--- config.mk ---
export PLATFORM = sky130hd
export DESIGN_NAME = mem_access_unit
export DESIGN_NICKNAME = d
export VERILOG_FILES = /design/src/rtl/mem_access_unit.sv
export SDC_FILE = /design/constraint.sdc
export NUM_CORES = 1
export LEC_CHECK = 0
export BUFFER_PORTS_ARGS = -buffer_cell sky130_fd_sc_hd__buf_2
export CORE_AREA = 2 2 103 115
export CTS_CLUSTER_SIZE = 12
export DETAILED_ROUTE_END_ITERATION = 10
export DIE_AREA = 0 0 105 117
export PLACE_DENSITY = 0.77
export SLEW_MARGIN = 40
export SYNTH_ARGS = -nofsm -noshare
export SYNTH_HDL_FRONTEND = slang
export SYNTH_SLANG_ARGS = --single-unit
--- constraint.sdc ---
create_clock -name clk -period 3.9 [get_ports clk]
set_clock_uncertainty 0.05 [all_clocks]
set_input_delay 0 -clock clk [delete_from_list [all_inputs] [get_ports clk]]
set_output_delay 0 -clock clk [all_outputs]
set_load 0.05 [all_outputs]
--- src/rtl/mem_access_unit.sv ---
// mem_access_unit: splits one datapath load/store into 1, 2 or 4 big-endian
// byte transactions on a byte-wide RAM port, extends load results, and
// reports misalignment and bus timeouts alongside MOC.
module mem_access_unit #(
   parameter int unsigned ADDR_W  = 9,
   parameter int unsigned TIMEOUT = 16
) (
   input  logic              clk,
   input  logic              reset,
   input  logic              MOV,
   input  logic              RW,
   input  logic [5:0]        OpC,
   input  logic [ADDR_W-1:0] MAR,
   input  logic [31:0]       DataIn,
   output logic [31:0]       DataOut,
   output logic              MOC,
   output logic              addr_err,
   output logic              bus_err,
   output logic              mem_en,
   output logic              mem_rw,
   output logic [ADDR_W-1:0] mem_addr,
   output logic [7:0]        mem_wdata,
   input  logic [7:0]        mem_rdata,
   input  logic              mem_ack
);

   localparam logic [5:0] OP_LB  = 6'b100000;
   localparam logic [5:0] OP_LH  = 6'b100001;
   localparam logic [5:0] OP_LBU = 6'b100100;
   localparam logic [5:0] OP_LHU = 6'b100101;
   localparam logic [5:0] OP_SB  = 6'b101000;
   localparam logic [5:0] OP_SH  = 6'b101001;

   localparam logic [7:0] TIMER_LAST = 8'(TIMEOUT - 1);

   typedef enum logic [1:0] {IDLE, CHECK, REQ, DONE} state_t;

   state_t              state_q, state_d;
   logic                rw_q, rw_d;
   logic [5:0]          op_q, op_d;
   logic [ADDR_W-1:0]   mar_q, mar_d;
   logic [31:0]         din_q, din_d;
   logic [31:0]         acc_q, acc_d;
   logic [1:0]          k_q, k_d;
   logic [7:0]          timer_q, timer_d;
   logic                gap_q, gap_d;
   logic [31:0]         dout_q, dout_d;
   logic                aerr_q, aerr_d;
   logic                berr_q, berr_d;

   logic [1:0]          last_idx;
   logic                misaligned;
   logic [31:0]         acc_shift;
   logic [31:0]         ext_data;
   logic [1:0]          wsel;

   // Decode transfer size (index of the last byte) from the latched opcode;
   // unknown opcodes fall back to a full word.
   always_comb begin
      last_idx = 2'd3;
      case (op_q)
         OP_LB, OP_LBU, OP_SB: last_idx = 2'd0;
         OP_LH, OP_LHU, OP_SH: last_idx = 2'd1;
         default:              last_idx = 2'd3;
      endcase
   end

   assign misaligned = ((last_idx == 2'd1) && mar_q[0]) ||
                       ((last_idx == 2'd3) && (mar_q[1:0] != 2'b00));

   assign acc_shift = {acc_q[23:0], mem_rdata};

   // Extend the assembled load value according to the opcode.
   always_comb begin
      ext_data = acc_shift;
      case (op_q)
         OP_LB:   ext_data = {{24{acc_shift[7]}}, acc_shift[7:0]};
         OP_LBU:  ext_data = {24'h000000, acc_shift[7:0]};
         OP_LH:   ext_data = {{16{acc_shift[15]}}, acc_shift[15:0]};
         OP_LHU:  ext_data = {16'h0000, acc_shift[15:0]};
         default: ext_data = acc_shift;
      endcase
   end

   // Big-endian store: byte k carries DataIn byte (N-1-k).
   assign wsel = last_idx - k_q;

   // Select the outgoing store byte.
   always_comb begin
      mem_wdata = din_q[7:0];
      case (wsel)
         2'd0: mem_wdata = din_q[7:0];
         2'd1: mem_wdata = din_q[15:8];
         2'd2: mem_wdata = din_q[23:16];
         2'd3: mem_wdata = din_q[31:24];
         default: mem_wdata = din_q[7:0];
      endcase
   end

   assign mem_en   = (state_q == REQ) && !gap_q;
   assign mem_rw   = rw_q;
   assign mem_addr = mar_q + ADDR_W'(k_q);
   assign MOC      = (state_q == DONE);
   assign DataOut  = dout_q;
   assign addr_err = aerr_q;
   assign bus_err  = berr_q;

   // Next-state and datapath update for the access sequencer.
   always_comb begin
      state_d = state_q;
      rw_d    = rw_q;
      op_d    = op_q;
      mar_d   = mar_q;
      din_d   = din_q;
      acc_d   = acc_q;
      k_d     = k_q;
      timer_d = timer_q;
      gap_d   = gap_q;
      dout_d  = dout_q;
      aerr_d  = aerr_q;
      berr_d  = berr_q;

      case (state_q)
         IDLE: begin
            if (MOV) begin
               rw_d    = RW;
               op_d    = OpC;
               mar_d   = MAR;
               din_d   = DataIn;
               state_d = CHECK;
            end
         end

         CHECK: begin
            if (misaligned) begin
               aerr_d  = 1'b1;
               state_d = DONE;
            end else begin
               acc_d   = '0;
               k_d     = '0;
               timer_d = '0;
               gap_d   = 1'b0;
               state_d = REQ;
            end
         end

         REQ: begin
            if (gap_q) begin
               // mandatory idle cycle between bytes; acks here are ignored
               gap_d = 1'b0;
            end else if (mem_ack) begin
               timer_d = '0;
               if (rw_q) begin
                  acc_d = acc_shift;
               end
               if (k_q == last_idx) begin
                  if (rw_q) begin
                     dout_d = ext_data;
                  end
                  state_d = DONE;
               end else begin
                  k_d   = k_q + 2'd1;
                  gap_d = 1'b1;
               end
            end else if (timer_q == TIMER_LAST) begin
               timer_d = '0;
               berr_d  = 1'b1;
               state_d = DONE;
            end else begin
               timer_d = timer_q + 8'd1;
            end
         end

         DONE: begin
            if (!MOV) begin
               aerr_d  = 1'b0;
               berr_d  = 1'b0;
               state_d = IDLE;
            end
         end

         default: state_d = IDLE;
      endcase
   end

   // State and datapath registers with asynchronous reset.
   always_ff @(posedge clk or posedge reset) begin
      if (reset) begin
         state_q <= IDLE;
         rw_q    <= 1'b1;
         op_q    <= '0;
         mar_q   <= '0;
         din_q   <= '0;
         acc_q   <= '0;
         k_q     <= '0;
         timer_q <= '0;
         gap_q   <= 1'b0;
         dout_q  <= '0;
         aerr_q  <= 1'b0;
         berr_q  <= 1'b0;
      end else begin
         state_q <= state_d;
         rw_q    <= rw_d;
         op_q    <= op_d;
         mar_q   <= mar_d;
         din_q   <= din_d;
         acc_q   <= acc_d;
         k_q     <= k_d;
         timer_q <= timer_d;
         gap_q   <= gap_d;
         dout_q  <= dout_d;
         aerr_q  <= aerr_d;
         berr_q  <= berr_d;
      end
   end

endmodule
==> flow_summary.ini <==
[sta]
setup_viol = 0
setup_slack_ns = 0.2769
final_hold_viol_count = 0
relSlewSlack = 0.4327
finalCriticalPeriod_ns = 3.623
worst_slew_pin_slew_ns = 0.8509
rsz0062_at_grt = false
clock.fmax_mhz = 276.0
drv_slew = 0
period_share = 0.9290
final.setup.tns_ns = 0

[critical_path]
crit_fanout = 9
worstPathRequired_ns = 3.85
arrival_ns = 3.57
critPathLaunchType = flop
end_kind = output port
critPathKind = reg2out

[floorplan]
die-area_um2 = 12290
rows = 41
initial_utilization = 0.5365
io_pins = 114
die_w_um = 105
fp.coreArea_um2 = 11180
fp.dieH_um = 117

[finish]
area_delta_synth_final_pct = 31.60
layout-drive-gt1-share = 0.3280
fin_util = 0.7060
n_antenna_cell = 0
nNetsFinal = 807

[routing]
via_per_inst = 5.613
num_vias = 5052
first_pass_iters = 5
drt_iter0_drc = 387
drt-total-wl_um = 15310
drc = 0
drtAntennaViolNets = 0
post_drt_wl_per_cell_um = 17.01

[global_route]
grt_pass1_vias = 5088
grt_usage = 0.2551
grt_pass1_wl_um = 24720
grt_overflow = 0
grt_max_degree = 68
antenna_found_initial = 0

[synth]
syn-cell-area_um2 = 6000
syn_avg_cell_area_um2 = 10.49
ys_seq_area_frac = 0.4966
synth-edff-count = 0
synth_fp_nets = 642
synth_top_cell_by_area = dfrtp_1
synth_warnings = 0
ys.flop_type = dfrtp_1
synth_top_cell_area_share = 0.4922
synth_seq_cells = 119
yosysUniqueCellTypes = 62
synthTopCellsByArea = dfrtp_1 49%, mux2_2 14%, a21oi_1 4.8%
synth_cells = 572
async_reset_ff_frac = 1.000
synth_most_common_cell = dfrtp_1
synth_common_cells = 118 x dfrtp_1, 73 x mux2_2, 65 x nand2_1, 58 x a21oi_1, 42 x nor2_1

[job]
drv_cap = 0

[clocking]
cts_tree = built
cts_setup_buffers = 0
cts_root_buf = clkbuf_16
max-clock-path-buffers = 2
cts.sinks = 119
clock_latency_ns = 0.41
clkTransAtPathRegs_ns = 0.05
cts_max_level = 4
cts_buffers = 17

[pwr]
ir_drop_mv = 0.7786
p_leak_uw = 0.003679
pwr_density_cell_nw_per_um2 = 883.0
p_total_uw = 6971

[placed_design]
dp_hpwl_um = 9456
port_buffers = 113
routabilityCongestion = 0.8978
pre_cts_ws_ns = 0.7687

[hold_path]
worstHoldPathType = in2reg

[run_status]
outcome = complete, no violations
-- where the power goes --
part	switching [uW]	internal, uW
registers	425	1680
logic	2080	1060
clock network	578	1140
-- metal layers --
layer,track usage,part of all wire,routed length (um),vias to the layer above
li1,-,-,-,2363
met1,0.3069,0.40,6176,2475
met2,0.4502,0.52,8012,186
met3,0.06478,0.057,872,28
met4,0.09067,0.016,250,0
met5,0,0,0,-
-- worst max-delay path, cell delays in order, from the launching register on --
cell	delay, ns
dfrtp_1	0.39
nor3b_2	0.38
nand2_1	0.24
nor2_1	0.16
ha_1	0.38
or2_0	0.55
nor2_1	0.12
a21oi_1	0.20
o22ai_1	0.10
a211oi_1	0.30
buf_2	0.33
-- flip-flops by register name, indices dropped and copies added (netlist names) --
signal / count
DataOut: 32
acc_q: 24
addr_err: 1
bus_err: 1
din_q: 32
gap_q: 1
k_q: 2
mar_q: 9
mem_rw: 1
op_q: 6
state_q: 2
timer_q: 8
-- path summary, 6_finish.rpt --
check | from | to | slack [ns] | cells past startpoint
worst min register to register | acc_q[23] | acc_q[23] | 0.44 | 2
worst max-delay path | op_q[1] | mem_wdata[3] | 0.28 | 10
min in group asynchronous | reset | DataOut[29] | 0.19 | 3
max in group asynchronous | reset | state_q[1] | 2.82 | 4
worst min-delay path | mem_ack | timer_q[1] | 0.03 | 4
worst max register to register | op_q[1] | DataOut[20] | 1.14 | 8
-- metrics by stage --
stage,area [um^2],hold slack [ns],std cells
after CTS,7881,0.01158,900
after global placement,6648,0.1548,810
after detailed placement,6653,0.1721,810
after global routing,7895,0.03536,900
final,7895,0.03080,900
after floorplan,6000,0.08605,572
-- layout by cell type, fill, tap and decap left out, types with 5 or more instances in the layout --
cell / count
nor2_1: 42
dfrtp_1: 118
inv_1: 20
a21oi_1: 58
bufinv_16: 5
inv_6: 5
mux2_2: 73
o21ai_0: 36
clkbuf_16: 17
a211oi_1: 8
nand3_1: 10
mux2i_1: 10
nand2_1: 64
dlygate4sd3_1: 58
buf_2: 113
xnor2_1: 5
buf_4: 7
ha_1: 9
o22ai_1: 17
nor2b_1: 5
-- what timing repair did --
action                    in CTS  in global routing
resized for setup              0                  0
hold endpoints to repair     130                  0
hold buffers                  58                  0
-- cell type report --
type	instances	area, um^2
sequential	119	2979
fill	804	3288
clock inverter	14	219.0
multi-input combinational	400	2798
timing repair buffer	178	1199
tap	150	187.7
clock buffer	18	429.2
inverter	21	83.83
-- cell families after synthesis --
group,count (synthesis),synth area share
and+or+nand+nor,150,0.1193
AOI/OAI and AO/OA,149,0.1545
DFF,119,0.4966
muxes,83,0.1537
buffers and inverters,53,0.04088
adders and majority gates,10,0.02211
xor gates and xnor gates,8,0.01293
(Power assumes the default switching activity.)
